--- src/rtl/mem_wb_stage_if.sv ---
// MEM -> MEM/WB stage bus: retiring-instruction handshake plus data-memory load response.
interface mem_wb_stage_if;
  logic        in_valid;
  logic        in_ready;
  logic [4:0]  in_rd;
  logic        in_reg_write;
  logic [1:0]  in_wb_sel;
  logic [31:0] in_alu_result;
  logic [31:0] in_pc_plus4;
  logic [2:0]  in_funct3;
  logic        dmem_rvalid;
  logic [31:0] dmem_rdata;

  modport master (
    output in_valid, in_rd, in_reg_write, in_wb_sel, in_alu_result, in_pc_plus4,
           in_funct3, dmem_rvalid, dmem_rdata,
    input  in_ready
  );

  modport slave (
    input  in_valid, in_rd, in_reg_write, in_wb_sel, in_alu_result, in_pc_plus4,
           in_funct3, dmem_rvalid, dmem_rdata,
    output in_ready
  );
endinterface

--- src/rtl/mem_wb_stage.sv ---
// MEM/WB stage: captures one retiring instruction, waits for load data, aligns/extends it,
// and drives the register-file write port for exactly one cycle per commit.
module mem_wb_stage #(
  parameter int CNT_W        = 64,
  parameter int LOAD_TIMEOUT = 255
) (
  input  logic             clk,
  input  logic             rst,
  mem_wb_stage_if.slave    bus,
  output logic [4:0]       writeReg,
  output logic [31:0]      writeData,
  output logic             regWrite,
  output logic [CNT_W-1:0] instret,
  output logic             load_timeout
);
  localparam int TO_W = (LOAD_TIMEOUT < 256) ? 8 : $clog2(LOAD_TIMEOUT + 1);
  localparam logic [TO_W-1:0] TO_LAST = (LOAD_TIMEOUT == 0) ? '0 : TO_W'(LOAD_TIMEOUT - 1);

  typedef enum logic [1:0] {EMPTY, WAIT_LOAD, COMMIT} state_e;

  state_e           state_q, state_d;
  logic [4:0]       rd_q, rd_d, wreg_q, wreg_d;
  logic             rw_q, rw_d, rwr_q, rwr_d, to_q, to_d;
  logic [2:0]       f3_q, f3_d;
  logic [1:0]       off_q, off_d;
  logic [31:0]      wdata_q, wdata_d, load_data;
  logic [TO_W-1:0]  cnt_q, cnt_d;
  logic [CNT_W-1:0] instret_q, instret_d;
  logic             transfer, inc;
  logic [7:0]       byte_sel;
  logic [15:0]      half_sel;

  assign bus.in_ready = (state_q == EMPTY) | (state_q == COMMIT);
  assign transfer     = bus.in_valid & bus.in_ready;

  // Load data is a naturally aligned word; pick the lane by the latched address bits.
  assign byte_sel = bus.dmem_rdata[{off_q, 3'b000} +: 8];
  assign half_sel = off_q[1] ? bus.dmem_rdata[31:16] : bus.dmem_rdata[15:0];

  always_comb begin
    case (f3_q)
      3'b000:  load_data = {{24{byte_sel[7]}}, byte_sel};
      3'b100:  load_data = {24'b0, byte_sel};
      3'b001:  load_data = {{16{half_sel[15]}}, half_sel};
      3'b101:  load_data = {16'b0, half_sel};
      default: load_data = bus.dmem_rdata;
    endcase
  end

  always_comb begin
    state_d = state_q;
    rd_d    = rd_q;
    rw_d    = rw_q;
    f3_d    = f3_q;
    off_d   = off_q;
    cnt_d   = cnt_q;
    wreg_d  = wreg_q;
    wdata_d = wdata_q;
    rwr_d   = 1'b0;
    to_d    = to_q;
    inc     = 1'b0;
    case (state_q)
      WAIT_LOAD: begin
        // A response arriving on the limit cycle still commits.
        if (bus.dmem_rvalid) begin
          wreg_d  = rd_q;
          wdata_d = load_data;
          rwr_d   = rw_q & (rd_q != 5'd0);
          inc     = 1'b1;
          state_d = COMMIT;
        end else if (LOAD_TIMEOUT != 0 && cnt_q == TO_LAST) begin
          to_d    = 1'b1;
          state_d = EMPTY;
        end else begin
          cnt_d = cnt_q + 1'b1;
        end
      end
      default: begin
        state_d = EMPTY;
        if (transfer) begin
          if (bus.in_wb_sel == 2'b01) begin
            rd_d    = bus.in_rd;
            rw_d    = bus.in_reg_write;
            f3_d    = bus.in_funct3;
            off_d   = bus.in_alu_result[1:0];
            cnt_d   = '0;
            state_d = WAIT_LOAD;
          end else begin
            wreg_d  = bus.in_rd;
            wdata_d = (bus.in_wb_sel == 2'b10) ? bus.in_pc_plus4 : bus.in_alu_result;
            rwr_d   = bus.in_reg_write & (bus.in_rd != 5'd0);
            inc     = 1'b1;
            state_d = COMMIT;
          end
        end
      end
    endcase
    instret_d = instret_q + CNT_W'(inc);
  end

  always_ff @(posedge clk) begin
    if (rst) begin
      state_q   <= EMPTY;
      rd_q      <= '0;
      rw_q      <= 1'b0;
      f3_q      <= '0;
      off_q     <= '0;
      cnt_q     <= '0;
      wreg_q    <= '0;
      wdata_q   <= '0;
      rwr_q     <= 1'b0;
      to_q      <= 1'b0;
      instret_q <= '0;
    end else begin
      state_q   <= state_d;
      rd_q      <= rd_d;
      rw_q      <= rw_d;
      f3_q      <= f3_d;
      off_q     <= off_d;
      cnt_q     <= cnt_d;
      wreg_q    <= wreg_d;
      wdata_q   <= wdata_d;
      rwr_q     <= rwr_d;
      to_q      <= to_d;
      instret_q <= instret_d;
    end
  end

  assign writeReg     = wreg_q;
  assign writeData    = wdata_q;
  assign regWrite     = rwr_q;
  assign instret      = instret_q;
  assign load_timeout = to_q;
endmodule

--- src/flat_wrapper.sv ---
// flat-port wrapper written by rule: the top's interface ports become plain ports
module mem_wb_stage_flat 
#(
  parameter int CNT_W        = 64,
  parameter int LOAD_TIMEOUT = 255
)
  (clk, rst, writeReg, writeData, regWrite, instret, load_timeout, bus_in_valid, bus_in_rd, bus_in_reg_write, bus_in_wb_sel, bus_in_alu_result, bus_in_pc_plus4, bus_in_funct3, bus_dmem_rvalid, bus_dmem_rdata, bus_in_ready);
  mem_wb_stage_if bus_i ();
  input  logic clk;
  input  logic rst;
  output logic [4:0] writeReg;
  output logic [31:0] writeData;
  output logic regWrite;
  output logic [CNT_W-1:0] instret;
  output logic load_timeout;
  input wire logic [$bits(bus_i.in_valid)-1:0] bus_in_valid;
  input wire logic [$bits(bus_i.in_rd)-1:0] bus_in_rd;
  input wire logic [$bits(bus_i.in_reg_write)-1:0] bus_in_reg_write;
  input wire logic [$bits(bus_i.in_wb_sel)-1:0] bus_in_wb_sel;
  input wire logic [$bits(bus_i.in_alu_result)-1:0] bus_in_alu_result;
  input wire logic [$bits(bus_i.in_pc_plus4)-1:0] bus_in_pc_plus4;
  input wire logic [$bits(bus_i.in_funct3)-1:0] bus_in_funct3;
  input wire logic [$bits(bus_i.dmem_rvalid)-1:0] bus_dmem_rvalid;
  input wire logic [$bits(bus_i.dmem_rdata)-1:0] bus_dmem_rdata;
  output wire logic [$bits(bus_i.in_ready)-1:0] bus_in_ready;
  assign bus_i.in_valid = bus_in_valid;
  assign bus_i.in_rd = bus_in_rd;
  assign bus_i.in_reg_write = bus_in_reg_write;
  assign bus_i.in_wb_sel = bus_in_wb_sel;
  assign bus_i.in_alu_result = bus_in_alu_result;
  assign bus_i.in_pc_plus4 = bus_in_pc_plus4;
  assign bus_i.in_funct3 = bus_in_funct3;
  assign bus_i.dmem_rvalid = bus_dmem_rvalid;
  assign bus_i.dmem_rdata = bus_dmem_rdata;
  assign bus_in_ready = bus_i.in_ready;
  mem_wb_stage #(.CNT_W(CNT_W), .LOAD_TIMEOUT(LOAD_TIMEOUT)) u_core (.clk(clk), .rst(rst), .bus(bus_i), .writeReg(writeReg), .writeData(writeData), .regWrite(regWrite), .instret(instret), .load_timeout(load_timeout));
endmodule
--- config.mk ---
export PLATFORM = sky130hd
export DESIGN_NAME = mem_wb_stage_flat
export DESIGN_NICKNAME = d
export VERILOG_FILES = /design/src/rtl/mem_wb_stage_if.sv /design/src/rtl/mem_wb_stage.sv /design/src/flat_wrapper.sv
export SDC_FILE = /design/constraint.sdc
export NUM_CORES = 1
export LEC_CHECK = 0
export ABC_CLOCK_PERIOD_IN_PS = 5900
export BUFFER_PORTS_ARGS = -buffer_cell sky130_fd_sc_hd__buf_2
export CAP_MARGIN = 0
export CORE_ASPECT_RATIO = 0.7
export CORE_MARGIN = 8
export CORE_UTILIZATION = 50
export CTS_CLUSTER_DIAMETER = 80
export DETAILED_ROUTE_END_ITERATION = 16
export GPL_TIMING_DRIVEN = 0
export HOLD_SLACK_MARGIN = 0.02
export PLACE_DENSITY = 0.86
export SLEW_MARGIN = 20
export SYNTH_ARGS = -nofsm -noshare
export SYNTH_HDL_FRONTEND = slang
export SYNTH_SLANG_ARGS = --single-unit
--- constraint.sdc ---
create_clock -name clk -period 5.9 [get_ports clk]
set_input_delay 0.295 -clock clk [delete_from_list [all_inputs] [get_ports clk]]
set_output_delay 0.295 -clock clk [all_outputs]
set_load 0.01 [all_outputs]
=== Word level (Yosys, flattened, before mapping) ===
Cells that the tools add are included.

* Flip-flop bits (word level): 124
* Latch bits: 0
* Memory bits (writable): 0
* ROM bits: 0
* Bits of input ports: 111
* Output and inout bits: 104
* Word-level logic and storage cells: 72
* Memories kept: 0

* Add/subtract/negate cells: 2
* Multiply operators: 0
* Div/mod/pow operators: 0
* $lt $le $gt $ge: 0
* Equal/unequal tests: 13
* Shift operators: 1
* Muxes and demuxes: 29
* Bitwise gates (word level): 6
* Reduce and logical (&&, ||, !) cells: 10

{| class="wikitable"
|+ Operators with widths
! operator !! number
|-
| 2-to-1 mux 32 bit || 5
|-
| case mux 32 bit (4 select lines) || 1
|-
| adder 64 x 1 -> 64 bit || 1
|-
| 2-to-1 mux 8 bit || 5
|-
| variable part select 32 x 6 -> 8 bit || 1
|-
| 2-to-1 mux 5 bit || 4
|-
| 2-to-1 mux 16 bit || 1
|-
| 2-to-1 mux 2 bit || 5
|-
| nonzero test 5 bit || 2
|-
| AND reduction 3 bit || 3
|-
| adder 8 x 1 -> 8 bit (second input constant) || 1
|-
| equality test 8 bit (second input constant) || 1
|-
| 2-to-1 mux 1 bit || 8
|-
| inequality test 2 bit (second input constant) || 4
|-
| equality test 3 bit (second input constant) || 2
|-
| equality test 2 x 1 -> 1 bit (second input constant) || 2
|-
| equality test 2 bit (second input constant) || 2
|-
| AND reduction 4 bit || 1
|-
| nonzero test 2 bit || 2
|-
| bitwise AND 1 bit || 3
|-
| equality test 3 x 1 -> 1 bit (second input constant) || 1
|-
| logical NOT 3 bit || 1
|-
| inequality test 3 x 2 -> 1 bit (second input constant) || 1
|-
| logical NOT 2 bit || 1
|-
| 2 further kinds || 3
|}

=== Depth between registers and ports, before layout ===
* Depth in word-level cells: 6
* Mapped depth: 15
* Mapped depth without buffers: 11

=== Worst setup path after synthesis ===
No wires, ideal clock.

* Path kind: register to register
* From: register u_core.state_q[0]
* To: register u_core.instret_q[42] (netlist: u_core.instret[42])
* Setup time: 0.070 ns
* Data arrival time: 3.202 ns
* Data required time: 5.830 ns
* Slack: 2.627 ns
* Cell stages (with the launch flop): 15
* Path buffers: 4
* Period minus slack after synthesis: 3.273 ns
* Path through: dfxtp_1 > nor2b_1 > clkbuf_1 > a21oi_1 > inv_2 > buf_2 > buf_1 > ha_1 > ha_1 > nand3_1 > nor4_4 > nand4_4 > buf_6 > or4_1 > a21oi_1

* Cells in the longest elaborated chain, start to end: 6
* Elaborated cells on any way between the ends: 8
* Those cells by class: 1 x add/sub; 2 x eq/ne; 2 x mux; 2 x bitwise; 1 x reduce/logical

{| class="wikitable"
|+ Ends and longest elaborated chain
! what !! line !! RTL
|-
| from (decl) || mem_wb_stage.sv:21 || <nowiki>state_e state_q, state_d;</nowiki>
|-
| from (signal assigned) || mem_wb_stage.sv:115 || <nowiki>state_q <= state_d;</nowiki>
|-
| equality test 2 bit / logical NOT 2 bit (equally long branches) || mem_wb_stage.sv:33 || <nowiki>assign bus.in_ready = (state_q == EMPTY) | (state_q == COMMIT);</nowiki>
|-
| OR 1 bit || mem_wb_stage.sv:33 ||
|-
| bitwise AND 1 bit || mem_wb_stage.sv:34 || <nowiki>assign transfer = bus.in_valid & bus.in_ready;</nowiki>
|-
| 2-to-1 mux 1 bit || mem_wb_stage.sv:80 || <nowiki>if (transfer) begin</nowiki>
|-
| 2-to-1 mux 1 bit * || mem_wb_stage.sv:62 || <nowiki>case (state_q)</nowiki>
|-
| adder 64 x 1 -> 64 bit * || mem_wb_stage.sv:98 || <nowiki>instret_d = instret_q + CNT_W'(inc);</nowiki>
|-
| to (signal assigned) || mem_wb_stage.sv:125 || <nowiki>instret_q <= instret_d;</nowiki>
|-
| to (decl) || mem_wb_stage.sv:28 || <nowiki>logic [CNT_W-1:0] instret_q, instret_d;</nowiki>
|}

Every way passes the cells marked *; elsewhere a longest branch is shown, timed or not.
A chain may end at the register's enable or synchronous reset.

=== Worst setup path after layout ===
* From: register u_core.state_q[0]
* To: register u_core.instret_q[52] (netlist: u_core.instret[52])

Same word-level chain as after synthesis.

==> flow_summary.ini <==
[status]
status = completed

[route]
ant_nets = 0
routed_wl_microns = 22000
wl_per_cell_microns = 17.9
drt_iter0_drc = 748
post_drt_via_cell_ratio = 5.80
first_pass_iters = 5
drc_errors = 0
via_count = 7133

[floorplan]
die_area_sq_um = 16700
rows = 34
die_x_microns = 151
die_h_microns = 111
fp.coreArea_sq_um = 12500
num_io_pins = 215
start_util_pct = 51.3

[placement]
placed_area_sq_um = 7670
dp_hpwl_microns = 17000
portBuffers = 214
place.gp.congestion = 0.953

[timing]
drv_slew = 0
fin_crit_sh_pct = 75.9
rsz0062_at_grt = no
tightest_slew_ns = 0.895
finalCriticalPeriod_ns = 4.48
fmax_mhz = 223
hold_violations = 0
finClkSkew_ns = 0.0107
tns_ns = 0
slew_headroom_pct = 40.3
finalSetupViolCount = 0

[pwr]
leakagePower_nw = 3.45
powerDensity_nw_per_um2 = 261
peakVddDrop_mv = 0.239

[cells_and_area]
final_area_sq_um = 8260
nets = 1168
fillers = 1062
drive_above_1_share_pct = 25.4
area_growth_pct = 29.3

[synthesis]
synth_top_area_cell = dfxtp_1
yosysWarnings = 0
synth-edff-count = 0
yosys-top-cells-count = nand2_1, dfxtp_1, a21oi_1, nor2_1, clkbuf_1
async_flop_share_pct = 0
synthDistinctLibCells = 58
synth_top_area_share_pct = 38.8
netlist_instances = 820
yosysSeqAreaShare_pct = 38.8
synth_nets = 935
synthFlopType = dfxtp_1
synth_area_leaders = dfxtp_1, nand2_1, a21oi_1
synth.cell_area_sq_um = 6390
synth.avg_cell_area_sq_um = 7.80
yosys.cell_count.top_type = nand2_1
ys_ff_latch = 124

[clock_tree]
clock-sinks = 124
clockBufferDepth = 2
cts_resized = 0
cts_setup_buffers = 0
insertion_delay_ns = 0.42
cts_tree = done
postCtsHoldBufs = 0
numCtsBuffers = 17
cts_root_buf = clkbuf_16
h-tree-depth = 4
clk_pin_slew_ns = 0.05

[worst_setup_path]
cp.arrival_ns = 4.75
start_kind = flop
endpoint_kind = flop
crit_type = flop to flop
crit_fanout = 10
reg2reg_depth = 15
cp.required_ns = 6.17

[global_route]
track_usage_pct = 25.4
grt_max_degree = 17
grt_pass1_wl_microns = 34100
antenna_found_initial = 4
grt_pass1_vias = 6657
gr-total-overflow = 0

[hold_path]
hp-class = primary input to flop
min_delay_path_depth = 3

[run]
maxCapViolations = 0
-- logic make-up after synthesis --
logic type      count (synthesis)  synth area share [%]
compound gates                206                  20.5
simple gates                  365                  28.4
fa+ha+maj                       4                 0.783
buf+inv                        75                  4.89
xor+xnor                       36                  4.93
mux                            10                  1.60
flops                         124                  38.8
-- critical path, stage by stage (launching register included) --
cell,delay [ns]
dfxtp_1,0.40
nor2b_1,0.15
clkbuf_1,0.36
a21oi_1,0.37
inv_2,0.14
buf_2,0.27
buf_1,0.46
ha_1,0.29
ha_1,0.20
nand3_1,0.19
nor4_4,0.47
nand4_4,0.15
buf_6,0.18
clkbuf_1,0.24
o31ai_1,0.33
a21oi_1,0.11
-- per-stage QoR --
step / instances / utilization [%] / setup slack (ns) / hold WS [ns] / power, W
2_1_floorplan: 820 / - / 2.63 / 0.431 / 0.00102
3_5_place_dp: 1196 / 61.5 / 1.64 / 0.445 / 0.00113
5_1_grt: 1230 / 66.3 / 1.22 / 0.134 / 0.00224
3_3_place_gp: 1196 / 61.5 / 1.70 / 0.438 / 0.00112
4_1_cts: 1227 / 66.2 / 1.56 / 0.119 / 0.00216
6_report: 1230 / 66.3 / 1.42 / 0.136 / 0.00216
-- layout by cell type (no fill, tap or decap), types with 10 or more instances in the layout --
cell type,instances
nor2_1,79
a21oi_1,87
or3_1,17
inv_1,13
a22o_1,16
nand3_1,31
a31oi_1,16
o21ai_0,17
a211oi_1,14
a311oi_1,10
clkbuf_16,17
nor2b_1,13
nand4_1,24
clkbuf_1,49
dfxtp_1,124
or4_1,18
xnor2_1,11
nand2_1,136
o31ai_1,16
xor2_1,25
buf_2,221
-- power by group --
part           leakage, nW  internal [W]  switching, W
Clock                0.295      0.000667      0.000376
Combinational         2.15     0.0000919      0.000143
Sequential            1.01      0.000864     0.0000155
Total                 3.45       0.00162      0.000534
-- flip-flops by register name (all words and copies together), names as in the netlist --
register             cells
u_core.f3_q              3
u_core.writeData        32
u_core.state_q           2
u_core.rd_q              5
u_core.off_q             2
u_core.regWrite          1
u_core.load_timeout      1
u_core.instret          64
u_core.cnt_q             8
u_core.rw_q              1
u_core.writeReg          5
-- metal layers --
layer  part of all wire [%]  GRT usage (%)  vias to the layer above
met5                  0.055              0                        -
met4                    2.2           10.7                        2
met3                     12           8.97                       45
met2                     43           36.2                      362
met1                     43           34.0                     3309
li1                       -              -                     3415
-- final timing paths --
check	startpoint	end	slack, ns
hold / removal	bus_in_funct3[1]	u_core.f3_q[1]$_SDFFE_PP0P_	0.14
setup reg to reg	u_core.state_q[0]$_SDFFE_PP0P_	u_core.instret[52]$_SDFF_PP0_	1.42
hold reg to reg	u_core.writeData[2]$_SDFFE_PP0P_	u_core.writeData[2]$_SDFFE_PP0P_	0.46
setup / recovery	u_core.state_q[0]$_SDFFE_PP0P_	u_core.instret[52]$_SDFF_PP0_	1.42
-- area by class of cell --
cell class                      count  area [sq um]  area share, %
Antenna cell                        3          7.51         0.0908
Buffer                             61           260           3.15
Clock buffer                       18           439           5.31
Clock inverter                     13           150           1.82
Inverter                           14          52.6          0.636
Multi-Input combinational cell    621          3600           43.5
Sequential cell                   124          2480           30.0
Tap cell                          162           203           2.45
Timing Repair Buffer              214          1070           13.0
Power figures use the tool's default switching activity.
